==> src/rtl/any1_bus_arbiter.sv <==
// Purpose: three-master round-robin arbiter for a shared bus, with a bus watchdog.
// Latency: a grant takes one clock from IDLE; bus controls and acks then pass through combinationally.
// Backpressure: a master keeps the bus while its cyc stays high. A stalled slave is aborted after TO_CYCLES clocks.
module any1_bus_arbiter #(
    parameter int TO_CYCLES = 255
) (
    input  logic         clk_i,
    input  logic         rst_ni,
    input  logic [2:0]   m_cyc_i,
    input  logic [2:0]   m_stb_i,
    input  logic [2:0]   m_we_i,
    input  logic [47:0]  m_sel_i,
    input  logic [95:0]  m_adr_i,
    input  logic [383:0] m_dat_i,
    output logic [2:0]   m_ack_o,
    output logic [2:0]   m_err_o,
    output logic [127:0] m_dat_o,
    output logic [2:0]   gnt_o,
    output logic         s_vpa_o,
    output logic         s_cyc_o,
    output logic         s_stb_o,
    output logic         s_we_o,
    output logic [15:0]  s_sel_o,
    output logic [31:0]  s_adr_o,
    output logic [127:0] s_dat_o,
    input  logic         s_ack_i,
    input  logic [127:0] s_dat_i
);

    typedef enum logic [1:0] {
        IDLE  = 2'd0,
        BUSY  = 2'd1,
        ABORT = 2'd2
    } state_t;

    localparam logic [7:0] TO_LIMIT = 8'(TO_CYCLES);

    state_t       state_q, state_d;
    logic [2:0]   gnt_q, gnt_d;
    // last_q doubles as the index of the current owner while a grant is held
    logic [1:0]   last_q, last_d;
    logic [7:0]   cnt_q, cnt_d;

    logic         pick_vld;
    logic [1:0]   pick_idx;

    logic         own_cyc, own_stb, own_we;
    logic [15:0]  own_sel;
    logic [31:0]  own_adr;
    logic [127:0] own_dat;
    logic         timeout;

    // Route the owning master's request signals onto one set of wires
    always_comb begin
        own_cyc = m_cyc_i[0];
        own_stb = m_stb_i[0];
        own_we  = m_we_i[0];
        own_sel = m_sel_i[15:0];
        own_adr = m_adr_i[31:0];
        own_dat = m_dat_i[127:0];
        case (last_q)
            2'd1: begin
                own_cyc = m_cyc_i[1];
                own_stb = m_stb_i[1];
                own_we  = m_we_i[1];
                own_sel = m_sel_i[31:16];
                own_adr = m_adr_i[63:32];
                own_dat = m_dat_i[255:128];
            end
            2'd2: begin
                own_cyc = m_cyc_i[2];
                own_stb = m_stb_i[2];
                own_we  = m_we_i[2];
                own_sel = m_sel_i[47:32];
                own_adr = m_adr_i[95:64];
                own_dat = m_dat_i[383:256];
            end
            default: ;
        endcase
    end

    // Round-robin choice: search from the master after the last one served
    always_comb begin
        pick_vld = |m_cyc_i;
        pick_idx = 2'd0;
        case (last_q)
            2'd0:    pick_idx = m_cyc_i[1] ? 2'd1 : (m_cyc_i[2] ? 2'd2 : 2'd0);
            2'd1:    pick_idx = m_cyc_i[2] ? 2'd2 : (m_cyc_i[0] ? 2'd0 : 2'd1);
            default: pick_idx = m_cyc_i[0] ? 2'd0 : (m_cyc_i[1] ? 2'd1 : 2'd2);
        endcase
    end

    // The watchdog fires only if the limit is reached and the slave does not ack in that same cycle
    assign timeout = (state_q == BUSY) && own_cyc && !s_ack_i && (cnt_q == TO_LIMIT);

    // State, grant, owner and watchdog registers, with synchronous reset
    always_ff @(posedge clk_i) begin
        if (!rst_ni) begin
            state_q <= IDLE;
            gnt_q   <= 3'b000;
            last_q  <= 2'd2;
            cnt_q   <= 8'd0;
        end else begin
            state_q <= state_d;
            gnt_q   <= gnt_d;
            last_q  <= last_d;
            cnt_q   <= cnt_d;
        end
    end

    // Next-state logic, covering grant, tenure end, watchdog count and abort
    always_comb begin
        state_d = state_q;
        gnt_d   = gnt_q;
        last_d  = last_q;
        cnt_d   = cnt_q;
        case (state_q)
            IDLE: begin
                cnt_d = 8'd0;
                if (pick_vld) begin
                    state_d = BUSY;
                    gnt_d   = 3'b001 << pick_idx;
                    last_d  = pick_idx;
                end
            end
            BUSY: begin
                if (!own_cyc) begin
                    state_d = IDLE;
                    gnt_d   = 3'b000;
                    cnt_d   = 8'd0;
                end else if (s_ack_i) begin
                    cnt_d = 8'd0;
                end else if (timeout) begin
                    state_d = ABORT;
                    cnt_d   = 8'd0;
                end else if (own_stb) begin
                    cnt_d = cnt_q + 8'd1;
                end
            end
            ABORT: begin
                if (!own_cyc) begin
                    state_d = IDLE;
                    gnt_d   = 3'b000;
                end
            end
            default: begin
                state_d = IDLE;
                gnt_d   = 3'b000;
                cnt_d   = 8'd0;
            end
        endcase
    end

    // Drive the shared bus and the master responses; the shared bus is quiet outside BUSY
    always_comb begin
        s_vpa_o = 1'b0;
        s_cyc_o = 1'b0;
        s_stb_o = 1'b0;
        s_we_o  = 1'b0;
        s_sel_o = 16'd0;
        s_adr_o = 32'd0;
        s_dat_o = 128'd0;
        m_ack_o = 3'b000;
        m_err_o = 3'b000;
        if (state_q == BUSY) begin
            s_vpa_o = gnt_q[1] & m_cyc_i[1];
            s_cyc_o = own_cyc;
            s_stb_o = own_stb;
            s_we_o  = own_we;
            s_sel_o = own_sel;
            s_adr_o = own_adr;
            s_dat_o = own_dat;
            m_ack_o = gnt_q & {3{s_ack_i}};
            m_err_o = gnt_q & {3{timeout}};
        end
    end

    assign gnt_o   = gnt_q;
    assign m_dat_o = s_dat_i;

endmodule

==> config.mk <==
export PLATFORM = sky130hd
export DESIGN_NAME = any1_bus_arbiter
export DESIGN_NICKNAME = d
export VERILOG_FILES = /design/src/rtl/any1_bus_arbiter.sv
export SDC_FILE = /design/constraint.sdc
export NUM_CORES = 1
export LEC_CHECK = 0
export ABC_AREA = 1
export CAP_MARGIN = 25
export CORE_AREA = 10 10 370 372
export CTS_CLUSTER_SIZE = 30
export DETAILED_ROUTE_END_ITERATION = 8
export DIE_AREA = 0 0 380 382
export PLACE_DENSITY_LB_ADDON = 0.3
export SYNTH_ARGS = -nofsm -noshare
export SYNTH_HDL_FRONTEND = slang
export SYNTH_SLANG_ARGS = --single-unit
==> constraint.sdc <==
create_clock -name clk_i -period 3.25 [get_ports clk_i]
set_input_delay 0.4875 -clock clk_i [delete_from_list [all_inputs] [get_ports clk_i]]
set_output_delay 0.4875 -clock clk_i [all_outputs]
set_load 0.01 [all_outputs]
==> flow_summary.yaml <==
setup_path:
  cp-startpoint: "last_q[0]$_SDFFE_PN0P_"
  startpoint_type: "register"
  rrSetupSlack_ns: 1.21
  crit_type: "register to output pin"
  cp_max_fo: 61
  reg2reg_from: "last_q[0]$_SDFFE_PN0P_"
  crit_path_end: "s_adr_o[10]"
  reg2reg_depth: 11
  endpoint_kind: "output pin"
  crit_arrival_ns: 2.62
  worstPathRequired_ns: 2.76
  reg2reg_to: "cnt_q[6]$_SDFFE_PN0P_"
synthesis:
  synth.avg_cell_area_sq_um: 5.42
  yosysWarnings: 0
  syn_area_sq_um: 7040
  synthCells: 1299
  synth_largest_area_cell: "nand2_1"
  synth_cell_types: 33
  synth.top_cell.area_share_pct: 21.1
  seq_area_frac_synth_pct: 4.27
  syn-num-nets: 1974
  synthTopCellsByArea: "nand2_1, a31o_2, buf_4, o21ai_0, inv_1"
  synth-seq-cells: 15
grt:
  grt_overflow: 0
  grt_pass1_wl_mm: 121
  antenna_found_initial: 87
  grt_pass1_vias: 11600
  grt_use_total_pct: 12.3
  grt_max_degree: 62
cts:
  cts.path.max_buffers: 2
  cts_buffers: 3
  cts_root_buf: "clkbuf_16"
  cts.htree.levels: 1
  clock_latency_ns: 0.25
  clock-sinks: 15
  cts_tree: "yes"
  cts.clk_slew.worst_paths_ns: 0.05
sta:
  setup_viol: 0
  worst_slew_pin_slew_ns: 0.577
  setup-tns-final_ns: 0
  slew_headroom_pct: 61.4
  fin_skew_ns: 0.00150
  finalMaxSlewViolations: 0
  hold_violations: 0
  max_freq_mhz: 321
  post-route-min-period_ns: 3.11
  period_share_pct: 95.7
  rsz0062_at_grt: "no"
floorplan:
  core_area_sq_um: 129000
  num_rows: 132
  ios: 985
  die_w_um: 380
  die_h_um: 382
  start_util_pct: 5.45
  die-area_sq_um: 145000
route:
  wl_per_cell_um: 26.4
  ant_nets: 0
  drtIter0Drc: 573
  viasPerCell: 3.15
  route.vias.total: 11300
  drt_wl_total_mm: 94.9
  drc: 0
  drt-pass1-iter-count: 4
placed_design:
  globalplace.congestion: 0.879
  dpl.hpwl_mm: 86.5
  dpl.cell_count: 3579
  port_buffers: 728
flow_run:
  max_cap_violations: 0
finish:
  final_nets: 2519
  fin_cells: 3593
  area_delta_synth_final_pct: 132
  n_fill_cell: 15100
  layout-drive-gt1-share_pct: 15.7
power:
  combPwrFrac_pct: 95.6
  power.density_nw_per_um2: 755
  clkPwrFrac_pct: 2.0
  p_seq_share_pct: 2.4
  ir_drop_v: 0.000295
  p_switching_mw: 6.64
  switching_share_pct: 53.9
  p_int_mw: 5.68
  leakage_nw: 6.63
worst_hold_path:
  hp-class: "register to register"
outcome:
  status: "finished, final reports clean"
==> sequential cells by signal (all words and copies together), names as in the netlist <==
name and flops:
state_q 2, last_q 2, gnt_o 3, cnt_q 8
==> metrics by stage <==
step | utilization [%] | worst slack, ns | power, mW | hold slack (ns) | cell area, sq um
floorplan | - | 1.19 | 5.20 | 0.467 | 7040
global placement | 12.5 | 0.340 | 12.5 | 0.494 | 16200
detailed placement | 12.5 | 0.277 | 12.5 | 0.500 | 16200
CTS | 12.6 | 0.00717 | 12.8 | 0.509 | 16300
global route | 12.6 | 0.00324 | 13.4 | 0.546 | 16300
finish | 12.6 | 0.139 | 12.3 | 0.509 | 16300
==> cells in the final DEF (no fill, tap or decap), drive strengths merged <==
cell / n
clkinv: 2
nand3: 23
inv: 212
o211ai: 1
clkbuf: 3
xnor2: 1
nor2: 37
dfxtp: 15
clkdlybuf4s50: 644
diode: 8
a21oi: 6
a31o: 177
buf: 125
xor2: 1
nor3: 3
o21ai: 185
clkinvlp: 1
ha: 7
nand2: 397
nand4: 3
==> layout make-up <==
class	count	area (sq um)	share of cell area [%]
clock buffer	3	75.1	0.460
antenna	8	20.0	0.123
sequential	15	300	1.84
inverter	214	810	4.96
clock inverter	1	5.00	0.0307
multi-input combinational	841	4560	27.9
tap	1742	2180	13.4
timing repair buffer	769	8360	51.3
==> per-layer routing <==
metal / routed length [um] / share of wire [%] / track usage (%)
met1: 36400 / 38 / 13.5
met2: 43800 / 46 / 20.3
met3: 11900 / 13 / 7.61
met4: 1750 / 1.8 / 1.78
met5: 1040 / 1.1 / 1.72
==> worst min path at each step <==
stage | slack, ns | from | depth (start not counted) | endpoint
after floorplan | 0.47 | cnt_q[1]$_SDFFE_PN0P_ | 2 | cnt_q[1]$_SDFFE_PN0P_
after global placement | 0.49 | cnt_q[1]$_SDFFE_PN0P_ | 2 | cnt_q[1]$_SDFFE_PN0P_
after detailed placement | 0.50 | cnt_q[1]$_SDFFE_PN0P_ | 2 | cnt_q[1]$_SDFFE_PN0P_
after CTS | 0.51 | cnt_q[1]$_SDFFE_PN0P_ | 2 | cnt_q[1]$_SDFFE_PN0P_
after global routing | 0.55 | cnt_q[1]$_SDFFE_PN0P_ | 2 | cnt_q[1]$_SDFFE_PN0P_
final | 0.51 | cnt_q[1]$_SDFFE_PN0P_ | 2 | cnt_q[1]$_SDFFE_PN0P_
==> power by group through the flow <==
| stage | clock network, mW | registers, mW | logic (mW) |
|---|---|---|---|
| 3_5_place_dp | 0 | 0.300 | 12.2 |
| 3_3_place_gp | 0 | 0.299 | 12.2 |
| 6_report | 0.246 | 0.294 | 11.8 |
| 4_1_cts | 0.253 | 0.296 | 12.2 |
| 5_1_grt | 0.260 | 0.303 | 12.8 |
| 2_1_floorplan | 0 | 0.282 | 4.92 |
==> cell usage after synthesis <==
cell and instances:
a21oi_1 5, nor3_1 3, buf_6 1, ha_1 7
buf_1 1, nand2_2 1, o211ai_1 1, clkbuf_1 56
inv_2 2, buf_2 38, clkinv_1 1, nor2_1 34
nand4_1 2, nand3_2 1, buf_12 1, nand4_4 1
dfxtp_1 15, a31o_1 38, a21oi_2 1, nor2_4 3
nand2_1 395, o21ai_1 1, o21ai_2 2, a31o_2 139
nand3_4 3, nand2_8 1, nand3_1 19, inv_4 1
o21ai_0 182, inv_1 210, xnor2_1 1, xor2_1 1
buf_4 132
==> repair_timing <==
action / CTS / global route
setup buffers: 0 / 2
setup endpoints to repair: 0 / 21
hold buffers: 0 / 0
gates resized for setup: 0 / 4
==> cells by family (layout without fill, tap and decap cells) <==
group	after synthesis	count (layout)	share of synthesized area, %
AO/OA/AOI/OAI	369	369	35.9
XOR/XNOR	2	2	0.249
adder cells (fa/ha/maj)	7	7	1.24
buffers and inverters	443	987	31.7
flip-flops	15	15	4.27
other	0	8	0
AND/OR/NAND/NOR	463	463	26.7
==> critical path, cell delays in order, from the launching register on <==
cell             delay [ns]
dfxtp_1                0.38
inv_1                  0.13
ha_4                   0.38
buf_12                 0.20
buf_16                 0.25
o21ai_0                0.13
a31o_2                 0.22
inv_1                  0.05
clkdlybuf4s50_1        0.57
Power figures use the tool's default switching activity.
